===== src/rtl/video_timing_gen.sv =====
// video_timing_gen
//   Raster timing and test-pattern source for the HDMI/TMDS encoder, pixel clock domain.
//   Ports:
//     pixclk       in   pixel clock
//     rst          in   synchronous active-high reset
//     mode         in   pattern select (0 solid, 1 bars, 2 gradient, 3 grid),
//                       sampled only at pixel (0,0)
//     solid_rgb    in   {r,g,b} for mode 0, sampled only at pixel (0,0)
//     hSync/vSync  out  syncs, active level set by HS_POL/VS_POL
//     DrawArea     out  active-video flag
//     red/green/blue out pixel colour, zero outside the active area
//     x, y         out  position of the pixel currently on the outputs
//     frame_start  out  one-cycle pulse alongside pixel (0,0)
//   All outputs are registered and mutually aligned, one cycle behind the counters.
module video_timing_gen #(
  parameter int H_ACTIVE = 640,
  parameter int H_FP     = 16,
  parameter int H_SYNC   = 96,
  parameter int H_BP     = 48,
  parameter int V_ACTIVE = 480,
  parameter int V_FP     = 10,
  parameter int V_SYNC   = 2,
  parameter int V_BP     = 33,
  parameter bit HS_POL   = 1'b0,
  parameter bit VS_POL   = 1'b0,
  parameter int COLOR_W  = 8,
  parameter int GRID     = 32,
  localparam int H_TOTAL = H_ACTIVE + H_FP + H_SYNC + H_BP,
  localparam int V_TOTAL = V_ACTIVE + V_FP + V_SYNC + V_BP,
  localparam int HW      = $clog2(H_TOTAL),
  localparam int VW      = $clog2(V_TOTAL)
) (
  input  logic                   pixclk,
  input  logic                   rst,
  input  logic [1:0]             mode,
  input  logic [3*COLOR_W-1:0]   solid_rgb,
  output logic                   hSync,
  output logic                   vSync,
  output logic                   DrawArea,
  output logic [COLOR_W-1:0]     red,
  output logic [COLOR_W-1:0]     green,
  output logic [COLOR_W-1:0]     blue,
  output logic [HW-1:0]          x,
  output logic [VW-1:0]          y,
  output logic                   frame_start
);

  localparam int BAR_W = H_ACTIVE / 8;
  localparam int BW    = (BAR_W > 1) ? $clog2(BAR_W) : 1;
  localparam int GW    = (GRID > 1) ? $clog2(GRID) : 1;
  localparam logic [HW-1:0] HS_START = HW'(H_ACTIVE + H_FP);
  localparam logic [HW-1:0] HS_END   = HW'(H_ACTIVE + H_FP + H_SYNC);
  localparam logic [VW-1:0] VS_START = VW'(V_ACTIVE + V_FP);
  localparam logic [VW-1:0] VS_END   = VW'(V_ACTIVE + V_FP + V_SYNC);

  // Raster position and pattern sub-counters
  logic [HW-1:0]          hcnt_q, hcnt_d;
  logic [VW-1:0]          vcnt_q, vcnt_d;
  logic [BW-1:0]          bar_cnt_q, bar_cnt_d;
  logic [2:0]             bar_idx_q, bar_idx_d;
  logic [GW-1:0]          gx_q, gx_d;
  logic [GW-1:0]          gy_q, gy_d;
  logic [1:0]             mode_q, mode_d;
  logic [3*COLOR_W-1:0]   solid_q, solid_d;

  // Registered outputs
  logic                   hs_q, hs_d;
  logic                   vs_q, vs_d;
  logic                   da_q, da_d;
  logic [3*COLOR_W-1:0]   rgb_q, rgb_d;
  logic [HW-1:0]          x_q;
  logic [VW-1:0]          y_q;
  logic                   fs_q, fs_d;

  logic                   h_last_s, v_last_s, origin_s, active_s;
  logic [2:0]             bar_bits_s;
  logic [COLOR_W-1:0]     grad_s;

  // Next-state for the raster counters, sub-counters and frame-boundary latches
  always_comb begin
    h_last_s  = (hcnt_q == HW'(H_TOTAL - 1));
    v_last_s  = (vcnt_q == VW'(V_TOTAL - 1));
    origin_s  = (hcnt_q == HW'(0)) && (vcnt_q == VW'(0));
    hcnt_d    = h_last_s ? HW'(0) : hcnt_q + HW'(1);
    vcnt_d    = vcnt_q;
    bar_cnt_d = bar_cnt_q;
    bar_idx_d = bar_idx_q;
    gx_d      = gx_q;
    gy_d      = gy_q;

    if (h_last_s) begin
      vcnt_d = v_last_s ? VW'(0) : vcnt_q + VW'(1);
    end else begin
      vcnt_d = vcnt_q;
    end

    // Bar index steps every BAR_W pixels and parks on black (7) past the last bar.
    if (h_last_s) begin
      bar_cnt_d = BW'(0);
      bar_idx_d = 3'd0;
    end else if (bar_cnt_q == BW'(BAR_W - 1)) begin
      bar_cnt_d = BW'(0);
      bar_idx_d = (bar_idx_q == 3'd7) ? 3'd7 : bar_idx_q + 3'd1;
    end else begin
      bar_cnt_d = bar_cnt_q + BW'(1);
    end

    // Per-axis modulo-GRID counters replace x % GRID and y % GRID.
    if (h_last_s || (gx_q == GW'(GRID - 1))) begin
      gx_d = GW'(0);
    end else begin
      gx_d = gx_q + GW'(1);
    end

    if (h_last_s) begin
      if (v_last_s || (gy_q == GW'(GRID - 1))) begin
        gy_d = GW'(0);
      end else begin
        gy_d = gy_q + GW'(1);
      end
    end else begin
      gy_d = gy_q;
    end

    // The pixel at (0,0) already uses the freshly sampled mode and colour.
    if (origin_s) begin
      mode_d  = mode;
      solid_d = solid_rgb;
    end else begin
      mode_d  = mode_q;
      solid_d = solid_q;
    end
  end

  // Decode of the current counter state into the next output word
  always_comb begin
    active_s   = (hcnt_q < HW'(H_ACTIVE)) && (vcnt_q < VW'(V_ACTIVE));
    hs_d       = ((hcnt_q >= HS_START) && (hcnt_q < HS_END)) ? HS_POL : ~HS_POL;
    vs_d       = ((vcnt_q >= VS_START) && (vcnt_q < VS_END)) ? VS_POL : ~VS_POL;
    da_d       = active_s;
    fs_d       = origin_s;
    grad_s     = COLOR_W'(hcnt_q);
    bar_bits_s = 3'b000;
    rgb_d      = {(3*COLOR_W){1'b0}};

    // {r,g,b} on/off per bar: white, yellow, cyan, green, magenta, red, blue, black
    case (bar_idx_q)
      3'd0:    bar_bits_s = 3'b111;
      3'd1:    bar_bits_s = 3'b110;
      3'd2:    bar_bits_s = 3'b011;
      3'd3:    bar_bits_s = 3'b010;
      3'd4:    bar_bits_s = 3'b101;
      3'd5:    bar_bits_s = 3'b100;
      3'd6:    bar_bits_s = 3'b001;
      default: bar_bits_s = 3'b000;
    endcase

    case (mode_d)
      2'd0:    rgb_d = solid_d;
      2'd1:    rgb_d = {{COLOR_W{bar_bits_s[2]}}, {COLOR_W{bar_bits_s[1]}},
                        {COLOR_W{bar_bits_s[0]}}};
      2'd2:    rgb_d = {grad_s, grad_s, grad_s};
      2'd3:    rgb_d = ((gx_q == GW'(0)) || (gy_q == GW'(0))) ?
                       {(3*COLOR_W){1'b1}} : {(3*COLOR_W){1'b0}};
      default: rgb_d = {(3*COLOR_W){1'b0}};
    endcase

    if (!active_s) begin
      rgb_d = {(3*COLOR_W){1'b0}};
    end else begin
      rgb_d = rgb_d;
    end
  end

  // State and output registers with synchronous reset
  always_ff @(posedge pixclk) begin
    if (rst) begin
      hcnt_q    <= HW'(0);
      vcnt_q    <= VW'(0);
      bar_cnt_q <= BW'(0);
      bar_idx_q <= 3'd0;
      gx_q      <= GW'(0);
      gy_q      <= GW'(0);
      mode_q    <= 2'd1;
      solid_q   <= {(3*COLOR_W){1'b0}};
      hs_q      <= ~HS_POL;
      vs_q      <= ~VS_POL;
      da_q      <= 1'b0;
      rgb_q     <= {(3*COLOR_W){1'b0}};
      x_q       <= HW'(0);
      y_q       <= VW'(0);
      fs_q      <= 1'b0;
    end else begin
      hcnt_q    <= hcnt_d;
      vcnt_q    <= vcnt_d;
      bar_cnt_q <= bar_cnt_d;
      bar_idx_q <= bar_idx_d;
      gx_q      <= gx_d;
      gy_q      <= gy_d;
      mode_q    <= mode_d;
      solid_q   <= solid_d;
      hs_q      <= hs_d;
      vs_q      <= vs_d;
      da_q      <= da_d;
      rgb_q     <= rgb_d;
      x_q       <= hcnt_q;
      y_q       <= vcnt_q;
      fs_q      <= fs_d;
    end
  end

  assign hSync       = hs_q;
  assign vSync       = vs_q;
  assign DrawArea    = da_q;
  assign red         = rgb_q[3*COLOR_W-1:2*COLOR_W];
  assign green       = rgb_q[2*COLOR_W-1:COLOR_W];
  assign blue        = rgb_q[COLOR_W-1:0];
  assign x           = x_q;
  assign y           = y_q;
  assign frame_start = fs_q;

endmodule


===== config.mk =====
export PLATFORM = sky130hd
export DESIGN_NAME = video_timing_gen
export DESIGN_NICKNAME = d
export VERILOG_FILES = /design/src/rtl/video_timing_gen.sv
export SDC_FILE = /design/constraint.sdc
export NUM_CORES = 1
export LEC_CHECK = 0
export CORE_MARGIN = 5
export CORE_UTILIZATION = 30
export DETAILED_ROUTE_END_ITERATION = 6
export GPL_TIMING_DRIVEN = 1
export PLACE_DENSITY_LB_ADDON = 0.15
export SLEW_MARGIN = 20
export SYNTH_ARGS = -nofsm -noshare
export SYNTH_HDL_FRONTEND = slang
export SYNTH_SLANG_ARGS = --single-unit

===== constraint.sdc =====
create_clock -name pixclk -period 3 [get_ports pixclk]
set_input_delay 0.9 -clock pixclk [delete_from_list [all_inputs] [get_ports pixclk]]
set_output_delay 0.9 -clock pixclk [all_outputs]
set_load 0.1 [all_outputs]

==> impl_metrics.yaml <==
layout:
  diodes: 0
  final_common_cell: "dfxtp_1"
  fillers: 1608
  final_util: 0.406
  final_cell_mix: "dfxtp_1, nand2_1, buf_4"
  area_growth_pct: 31.7
  design_area_um2: 6220
  fin_nets: 659
  drive_above_1_share: 0.161
clocking:
  cts_resized: 0
  holdBufCountCts: 0
  cts_num_sinks: 114
  tritoncts: "built"
  worstSkewPairLatency_ps: 410
  numCtsBuffers: 17
  clkTransAtPathRegs_ps: 50
  cts_setup_buffers: 0
  cts_max_level: 4
  cts_root_buf: "clkbuf_16"
  clock_path_buffers: 2
setup_path:
  arrival_ps: 2960
  r2r_end: "rgb_q[2]"
  reg2reg_depth: 7
  end_kind: "flip-flop"
  critPathKind: "reg -> reg"
  cp-start-kind: "flip-flop"
  required_ps: 3300
  r2r_start: "vcnt_q[1]"
  critPathMaxFanout: 8
  r2r_slack_ps: 340
route:
  wl_per_cell_um: 14.9
  drt-pass1-iter-count: 4
  dr_total_vias: 3990
  routed_via_density: 4.76
  wirelength_mm: 12.5
  drtIter0Drc: 198
  ant_nets: 0
  post-route-drc-count: 0
floorplanning:
  boundaryPins: 76
  core_um2: 15300
  rows: 45
  die_area_um2: 18400
  die_height_um: 136
  start_util: 0.309
  die_w_um: 136
sta:
  period_share: 0.886
  max_freq_mhz: 376
  worst_pin_slew_ps: 671
  drv_slew: 0
  setup_viol: 0
  hold_viol_final: 0
  setup_tns_ps: 0
  max_slew_margin: 0.547
  fin_hold_ws_ps: 449
  finalClockSkew_ps: 11.3
  period_needed_ps: 2660
  rsz0062_at_grt: "false"
synth:
  yosysUniqueCellTypes: 48
  syn_inst: 543
  syn_nets: 586
  synthArstFlopShare: 0
  syn_area_um2: 4730
  ys_seq_area_frac: 0.483
  synth-edff-count: 0
  ys_ff_latch: 114
  synth_top_area_cell: "dfxtp_1"
  synthTopCellsByArea: "dfxtp_1, nand2_1, a21oi_1"
  synth_warnings: 0
  avgSynthCellArea_um2: 8.71
  ys.flop_type: "dfxtp_1"
  yosysTopAreaCellShare: 0.483
power:
  leakage_nw: 2.45
  ir_worst_vdd_mv: 0.396
  powerDensity_nw_per_um2: 754
  p_total_w: 0.00469
job:
  maxCapViolCount: 0
placed_design:
  dp.final_hpwl_mm: 8.70
  place_area_um2: 5580
  port_buffers: 75
  gp_congestion: 0.783
global_route:
  antenna_found_initial: 0
  grt_pass1_wl_mm: 20.2
  grt_pass1_vias: 3912
  grt_use_total: 0.142
  grt.overflow.total: 0
  grt_start_max_net_pins: 34
min_path:
  hold_path_end: "solid_q[13]"
  min-delay-start: "solid_q[13]"
  hold_depth: 2
  min_path_type: "reg -> reg"
run_status:
  status: "complete, no violations"
## cells in the mapped netlist, types with 2 or more instances
| cell type | instances |
|---|---|
| or4_1 | 4 |
| buf_1 | 3 |
| o22a_1 | 15 |
| xor2_1 | 10 |
| nand3b_1 | 4 |
| nor2_1 | 51 |
| dfxtp_1 | 114 |
| nand4_1 | 7 |
| xnor2_1 | 11 |
| and3_1 | 6 |
| a21o_1 | 5 |
| mux2_2 | 2 |
| and4_1 | 2 |
| nor4_1 | 5 |
| and2_1 | 2 |
| inv_1 | 14 |
| nand3_1 | 13 |
| nand2b_1 | 2 |
| or4b_2 | 2 |
| nor3_1 | 13 |
| or2_2 | 2 |
| clkbuf_1 | 27 |
| or3_1 | 5 |
| nor3b_1 | 4 |
| buf_2 | 3 |
| o21ai_0 | 15 |
| a211oi_1 | 10 |
| ha_1 | 15 |
| nand2_1 | 80 |
| o21a_1 | 15 |
| nor2b_1 | 18 |
| a21oi_1 | 45 |
| nand4b_1 | 3 |
| nor4b_1 | 2 |
## registers in the layout, summed over array words and instances, names as in the netlist
name,flops
gy_q,5
y,10
DrawArea,1
hSync,1
bar_cnt_q,7
vcnt_q,10
solid_q,24
rgb_q,24
mode_q,2
x,10
hcnt_q,10
gx_q,5
frame_start,1
vSync,1
bar_idx_q,3
## stage by stage
stage	std cells	worst slack [ps]
floorplan	543	592
global placement	808	295
detailed placement	808	245
CTS	839	331
global route	839	112
finish	839	341
## metal layers
layer	part of all wire	wire length (um)	global-route usage	vias up
li1	-	-	-	2023
met1	0.49	6040	0.186	1858
met2	0.45	5620	0.217	94
met3	0.048	601	0.0420	15
met4	0.016	196	0.0622	0
met5	0	0	0	-
## report_power, final
group / leakage [nW] / total, W / switching, W / internal (W)
Clock: 0.313 / 0.00218 / 0.000676 / 0.00151
Sequential: 0.934 / 0.00167 / 0.0000562 / 0.00162
Combinational: 1.20 / 0.000834 / 0.000609 / 0.000225
Total: 2.45 / 0.00469 / 0.00134 / 0.00335
## kinds of logic after synthesis
| group | Yosys count | synth area share |
|---|---|---|
| buf+inv | 48 | 0.0392 |
| simple gates | 228 | 0.238 |
| fa+ha+maj | 15 | 0.0397 |
| xor+xnor | 21 | 0.0389 |
| flops | 114 | 0.483 |
| compound gates | 115 | 0.156 |
| mux | 2 | 0.00476 |
## layout make-up
cell class	count	area (um^2)	share of cell area
multi-input cells	381	2260	0.363
clock inverters	10	181	0.0292
repair buffers	88	723	0.116
inverters	14	52.6	0.00844
flip-flops and latches	114	2280	0.367
clock buffers	21	460	0.0740
well taps	211	264	0.0424
## worst max-delay path: stages (launching register included)
cell	delay [ps]
dfxtp_1	340
inv_1	100
ha_1	130
or4b_4	470
or3_1	450
a2111oi_0	590
nor3b_2	220
o211a_1	250
## how the worst max path moves through the flow
stage	from	endpoint	depth (start not counted)
after global routing	vcnt_q[0]	rgb_q[2]	7
after floorplan	vcnt_q[0]	rgb_q[16]	8
final	vcnt_q[1]	rgb_q[2]	7
after detailed placement	mode[0]	rgb_q[2]	5
after CTS	vcnt_q[1]	rgb_q[2]	7
after global placement	mode[0]	rgb_q[2]	5
No activity file was read; power rests on OpenSTA's default activity.
==> edit 1, RTL diff (same settings) <==
The parameter `H_FP` goes from 16 to 8.
--- a/src/rtl/video_timing_gen.sv
+++ b/src/rtl/video_timing_gen.sv
@@ -14,7 +14,7 @@
 //   All outputs are registered and mutually aligned, one cycle behind the counters.
 module video_timing_gen #(
   parameter int H_ACTIVE = 640,
-  parameter int H_FP     = 16,
+  parameter int H_FP     = 8,
   parameter int H_SYNC   = 96,
   parameter int H_BP     = 48,
   parameter int V_ACTIVE = 480,
Check against the original RTL: no difference found for any inputs over 10 cycles, from zero or initial values and one cycle with rst high; that may be too few to reach the edited logic, so the function may still have changed.
==> edit 1 against the original RTL <==
- sequential share of layout area increased by 0.56 points
- sequential power is essentially flat
- synthesized cell count is 0.74% lower
- synthesized area fell by 0.64%
- total power decreased by 2.8%
- routed wire length rose by 1.0%
- setup slack got worse by 36 ps
- critical path depth is the same
- sequential cell count unchanged
- cell area is 1.5% lower
- largest cell class unchanged
==> edit 1: results (changes against the original RTL) <==
** Worst setup path
- The endpoint of the most critical register-to-register path was rgb_q[6] (was rgb_q[2]).
- The setup slack of the most critical reg-to-reg path was 300 ps (was 340 ps).
- The startpoint of the worst register-to-register path was hcnt_q[0] (was vcnt_q[1]).
- Maximum fanout count along the critical path :: 19 (was 8)
- The count of cells along the worst register-to-register path is 7 (unchanged).

** Run status
- Result of the run: finished, final reports clean (unchanged).

** Global routing
- The via count of the first global-routing pass is 4,055 (was 3,912).
- The maximum number of pins on one net before global-route repair is 52 (was 34).
- Total global-route track usage :: 14.3% (was 14.2%)

** Finish
- The fraction of layout cells with a size suffix above 1 was 15.2% (was 16.1%).
- The count of filler cells inserted in the layout was 1,549 (was 1,608).

** Synth
- Sequential fraction of the synthesis area :: 48.6% (was 48.3%)
- The net count after synthesis was 582 (was 586).
- The mux share of post-synthesis cell area came to 0.293% (was 0.476%).
- Fraction of the mapped netlist area in adder cells :: 4.00% (was 3.97%)
- The count of distinct cell types in the synthesized netlist came to 49 (was 48).
- Top cells by count, synth :: sky130_fd_sc_hd__dfxtp_1, sky130_fd_sc_hd__nand2_1, sky130_fd_sc_hd__nor3_1 (was sky130_fd_sc_hd__dfxtp_1, sky130_fd_sc_hd__nand2_1, sky130_fd_sc_hd__nor2_1)
- The fraction of the mapped netlist area in compound gates came to 12.2% (was 15.6%).
- Top cells by area in the synthesized netlist: sky130_fd_sc_hd__dfxtp_1, sky130_fd_sc_hd__nor3_1, sky130_fd_sc_hd__nand2_1 (was sky130_fd_sc_hd__dfxtp_1, sky130_fd_sc_hd__nand2_1, sky130_fd_sc_hd__a21oi_1).

** Route
- Routed via count divided by cell count :: 4.91 (was 4.76)
- Starting DRC count in detailed routing :: 271 (was 198)
- Routed len/inst :: 15.2 µm (was 14.9 µm)

** Timing
- Hold Slack :: 436 ps (was 449 ps)
- Worst Tran Pin Value :: 788 ps (was 671 ps)
- Worst Skew :: 7.69 ps (was 11.3 ps)

** Worst hold path
- The terminating pin of the worst hold path was bar_cnt_q[0] (was solid_q[13]).
- The number of cells on the worst hold path came to 1 (was 2).
- Worst Min Path Start :: bar_cnt_q[0] (was solid_q[13])

** Power and ir drop
- The leakage power figure was 2.38 nW (was 2.45 nW).
- The largest voltage drop on the vdd net came to 387 µV (was 396 µV).

** Placed design
- Placed wire-length estimate after detailed placement :: 8740 µm (was 8700 µm)
-- edit 1: worst max-delay path by stage --
stage                    from         to  cells after the start
finish              hcnt_q[0]   rgb_q[6]                      7
global route        hcnt_q[1]   rgb_q[6]                      7
CTS                 hcnt_q[0]   rgb_q[3]                      7
detailed placement    mode[1]  rgb_q[12]                      4
global placement      mode[1]  rgb_q[10]                      4
floorplan           hcnt_q[0]  rgb_q[13]                      9
-- edit 1: layout make-up --
class	count	area share, %
inverter	16	0.980
tap	211	4.31
clock inverter	4	1.55
sequential	114	37.2
multi-input combinational	373	35.6
timing repair buffer	85	11.8
clock buffer	26	8.47
-- edit 1: layer usage --
layer / GRT usage [%] / up-vias / wire length [µm]
li1: - / 2022 / -
met1: 18.1 / 1915 / 5700
met2: 22.7 / 111 / 5850
met3: 4.32 / 22 / 802
met4: 5.82 / 0 / 237
met5: 0 / - / 0
-- edit 1: where the power goes --
group / switching [mW] / internal [mW] / leakage (nW)
registers: 0.0504 / 1.62 / 0.934
clock network: 0.643 / 1.43 / 0.302
logic: 0.623 / 0.204 / 1.15
-- edit 1: stage by stage --
| stage | instance area [µm²] | setup WS (ps) | cells | utilization, % | power (mW) |
|---|---|---|---|---|---|
| 6_report | 6130 | 305 | 829 | 40.2 | 4.56 |
| 5_1_grt | 6130 | 45.0 | 829 | 40.2 | 4.74 |
| 4_1_cts | 6130 | 337 | 829 | 40.2 | 4.62 |
| 2_1_floorplan | 4700 | 855 | 539 | - | 2.31 |
| 3_5_place_dp | 5520 | 244 | 799 | 36.1 | 2.53 |
| 3_3_place_gp | 5520 | 366 | 799 | 36.1 | 2.52 |
-- edit 1: cells by family after synthesis --
family	count (synthesis)
and+or+nand+nor	249
DFF	114
AOI/OAI and AO/OA	87
buffers and inverters	52
xor gates and xnor gates	21
adders and majority gates	15
muxes	1
-- edit 1: critical path, stage by stage (launching register included) --
cell and delay, ps:
sky130_fd_sc_hd__dfxtp_1 360, sky130_fd_sc_hd__inv_1 100, sky130_fd_sc_hd__ha_1 140, sky130_fd_sc_hd__or4b_1 500, sky130_fd_sc_hd__nor3_4 260, sky130_fd_sc_hd__and2_4 350
sky130_fd_sc_hd__o21ai_1 300, sky130_fd_sc_hd__a2111oi_0 540
==> edit 2, RTL diff (config.mk and constraints unchanged) <==
Made on the original files. Compare `vcnt_q` against `VW'(V_TOTAL - 1)` with >= in place of ==.
--- a/src/rtl/video_timing_gen.sv
+++ b/src/rtl/video_timing_gen.sv
@@ -79,7 +79,7 @@
   // Next-state for the raster counters, sub-counters and frame-boundary latches
   always_comb begin
     h_last_s  = (hcnt_q == HW'(H_TOTAL - 1));
-    v_last_s  = (vcnt_q == VW'(V_TOTAL - 1));
+    v_last_s  = (vcnt_q >= VW'(V_TOTAL - 1));
     origin_s  = (hcnt_q == HW'(0)) && (vcnt_q == VW'(0));
     hcnt_d    = h_last_s ? HW'(0) : hcnt_q + HW'(1);
     vcnt_d    = vcnt_q;
Behaviour: no difference found for any inputs over 10 cycles, from zero or initial values and one cycle with rst high; that may be too few to reach the edited logic, so the function may still have changed.
==> edit 2 against the original RTL <==
- sequential cell count did not move
- largest power group unchanged
- synthesized area rose by 3.4%
- largest cell class is now multi-input combinational cells
- cell area up 0.68%
- setup slack better by 310 ps
- global-route usage down 0.65 points
- combinational power up 34%
- non-clock buffer count down 4
- first-iteration DRC count grew 7.6%
- total power rose by 6.2%
- utilization fell by 1.3 points
- highest routed layer unchanged
- routed wire length grew 0.56%
- final cell count down 0.60%
==> edit 2: results (changes against the original RTL) <==
** Run status
- Result of the run: finished, final reports clean (unchanged).

** Finish
- The count of filler cells inserted in the layout came to 1,578 (was 1,608).
- The post-route non-filler standard cell count is 834 (was 839).
- Final #Nets :: 648 (was 659)
- Share of post-route cells with drive strength above 1 :: 17.3% (was 16.1%)
- Largest registers in the final layout: rgb_q x24, solid_q x24 (unchanged).

** Route
- The number of DRC violations after detailed-routing iteration 0 is 213 (was 198).
- Routed via count divided by cell count :: 4.83 (was 4.76)
- The average routed wire per standard cell came to 15.0 µm (was 14.9 µm).

** Synth
- Count of distinct cell types in the synthesized netlist :: 53 (was 48)
- The post-synthesis async set-or-reset flop share was 0% (unchanged).
- Top cells by count, synth :: sky130_fd_sc_hd__dfxtp_1, sky130_fd_sc_hd__nand2_1, sky130_fd_sc_hd__nor3_1 (was sky130_fd_sc_hd__dfxtp_1, sky130_fd_sc_hd__nand2_1, sky130_fd_sc_hd__nor2_1)
- Top cells by area in the synthesized netlist: sky130_fd_sc_hd__dfxtp_1, sky130_fd_sc_hd__nor3_1, sky130_fd_sc_hd__nand2_1 (was sky130_fd_sc_hd__dfxtp_1, sky130_fd_sc_hd__nand2_1, sky130_fd_sc_hd__a21oi_1).
- The gate count after technology mapping was 542 (was 543).
- Sequential fraction of the synthesis area :: 46.7% (was 48.3%)
- The net count after synthesis is 585 (was 586).

** Worst hold path
- Min-Delay Path Class :: flop to flop (unchanged)

** Global routing
- The maximum number of pins on one net before global-route repair is 50 (was 34).
- The via count of the first global-routing pass was 3,905 (was 3,912).
- The initial antenna violation count came to 0 (unchanged).
- Total global-route track usage :: 13.6% (was 14.2%)
- Wire length of the first global-routing pass :: 20,000 µm (was 20,200 µm)

** Worst setup path
- The data arrival time of the critical path was 2650 ps (was 2960 ps).

** Placed design
- The estimated wirelength of the detail-placed design came to 8530 µm (was 8700 µm).
- Global placement routability congestion :: 0.761 (was 0.783)
- Area post-placement :: 5630 µm² (was 5580 µm²)
- Pre-CTS worst setup slack :: 223 ps (was 245 ps)
- The number of placed cells counting well taps came to 802 (was 808).

** Power and ir drop
- VDD IR max :: 411 µV (was 396 µV)
- Fraction of power spent switching nets :: 32.7% (was 28.6%)
- Leakage power total :: 2.42 nW (was 2.45 nW)

** Timing
- The slew at the pin with the worst max-slew slack came to 603 ps (was 671 ps).
- Worst Skew :: 9.83 ps (was 11.3 ps)

** Clock network
- Clk root buf :: sky130_fd_sc_hd__clkbuf_16 (unchanged)
- The number of setup buffers added after CTS is 0 (unchanged).
- Buffers from clock root to sink, at most :: 2 (unchanged)
- Cts bufs inserted :: 17 (unchanged)
- Clock transition at the register clock pins on the worst setup and hold paths after CTS :: 50 ps (about the same)
- The maximum level of the CTS H-tree came to 4 (unchanged).
edit 2: cell types whose count changed in the layout (fill, tap and decap cells not counted), sizes merged, moves of 8 or more:
| cell | unedited run | this run |
|---|---|---|
| a2111oi | 1 | 24 |
| o22a | 15 | 0 |
| o21a | 15 | 0 |
| a211oi | 10 | 2 |
| a21oi | 45 | 33 |
| nor3 | 13 | 59 |
| nor2 | 51 | 42 |
edit 2: stage by stage:
| step | hold slack (ps) | util (%) |
|---|---|---|
| final | 449 | 39.3 |
| after global routing | 469 | 39.3 |
| after CTS | 452 | 39.3 |
| after detailed placement | 443 | 35.3 |
| after global placement | 427 | 35.3 |
| after floorplan | 413 | - |
edit 2: logic make-up after synthesis:
family | count (synthesis) | share of synthesized area, %
compound gates | 82 | 12.0
xor+xnor | 21 | 3.76
fa+ha+maj | 15 | 3.84
buf+inv | 57 | 6.12
flops | 114 | 46.7
mux | 4 | 1.43
simple gates | 249 | 26.2
edit 2: critical path: stages:
cell                              delay, ps
sky130_fd_sc_hd__clkdlybuf4s50_1        500
sky130_fd_sc_hd__o311ai_0               580
sky130_fd_sc_hd__mux2i_4                230
sky130_fd_sc_hd__a2111oi_1              430
edit 2: final timing paths:
path,start,endpoint,slack [ps],cells past startpoint
setup / recovery,mode[1],rgb_q[15],650,4
hold reg to reg,solid_q[21],solid_q[21],450,2
setup reg to reg,hcnt_q[1],rgb_q[7],660,7
hold / removal,solid_q[21],solid_q[21],450,2
edit 2: area by class of cell:
cell class	instances	area share, %
Multi-Input combinational cell	371	36.8
Sequential cell	114	36.4
Timing Repair Buffer	84	11.3
Clock buffer	19	7.23
Tap cell	216	4.31
Clock inverter	13	2.92
Inverter	17	1.02
edit 2: power by group through the flow:
stage	Clock, mW	Combinational [mW]	Sequential (mW)
global route	2.27	1.18	1.72
CTS	2.20	1.13	1.71
floorplan	0	0.375	2.25
global placement	0	1.12	1.74
finish	2.16	1.12	1.71
detailed placement	0	1.13	1.74
edit 2: metal layers:
metal	GRT usage [%]	share of wire, %
met5	0	0
met4	5.71	1.9
met3	4.24	5.3
met2	21.3	46
met1	17.1	47
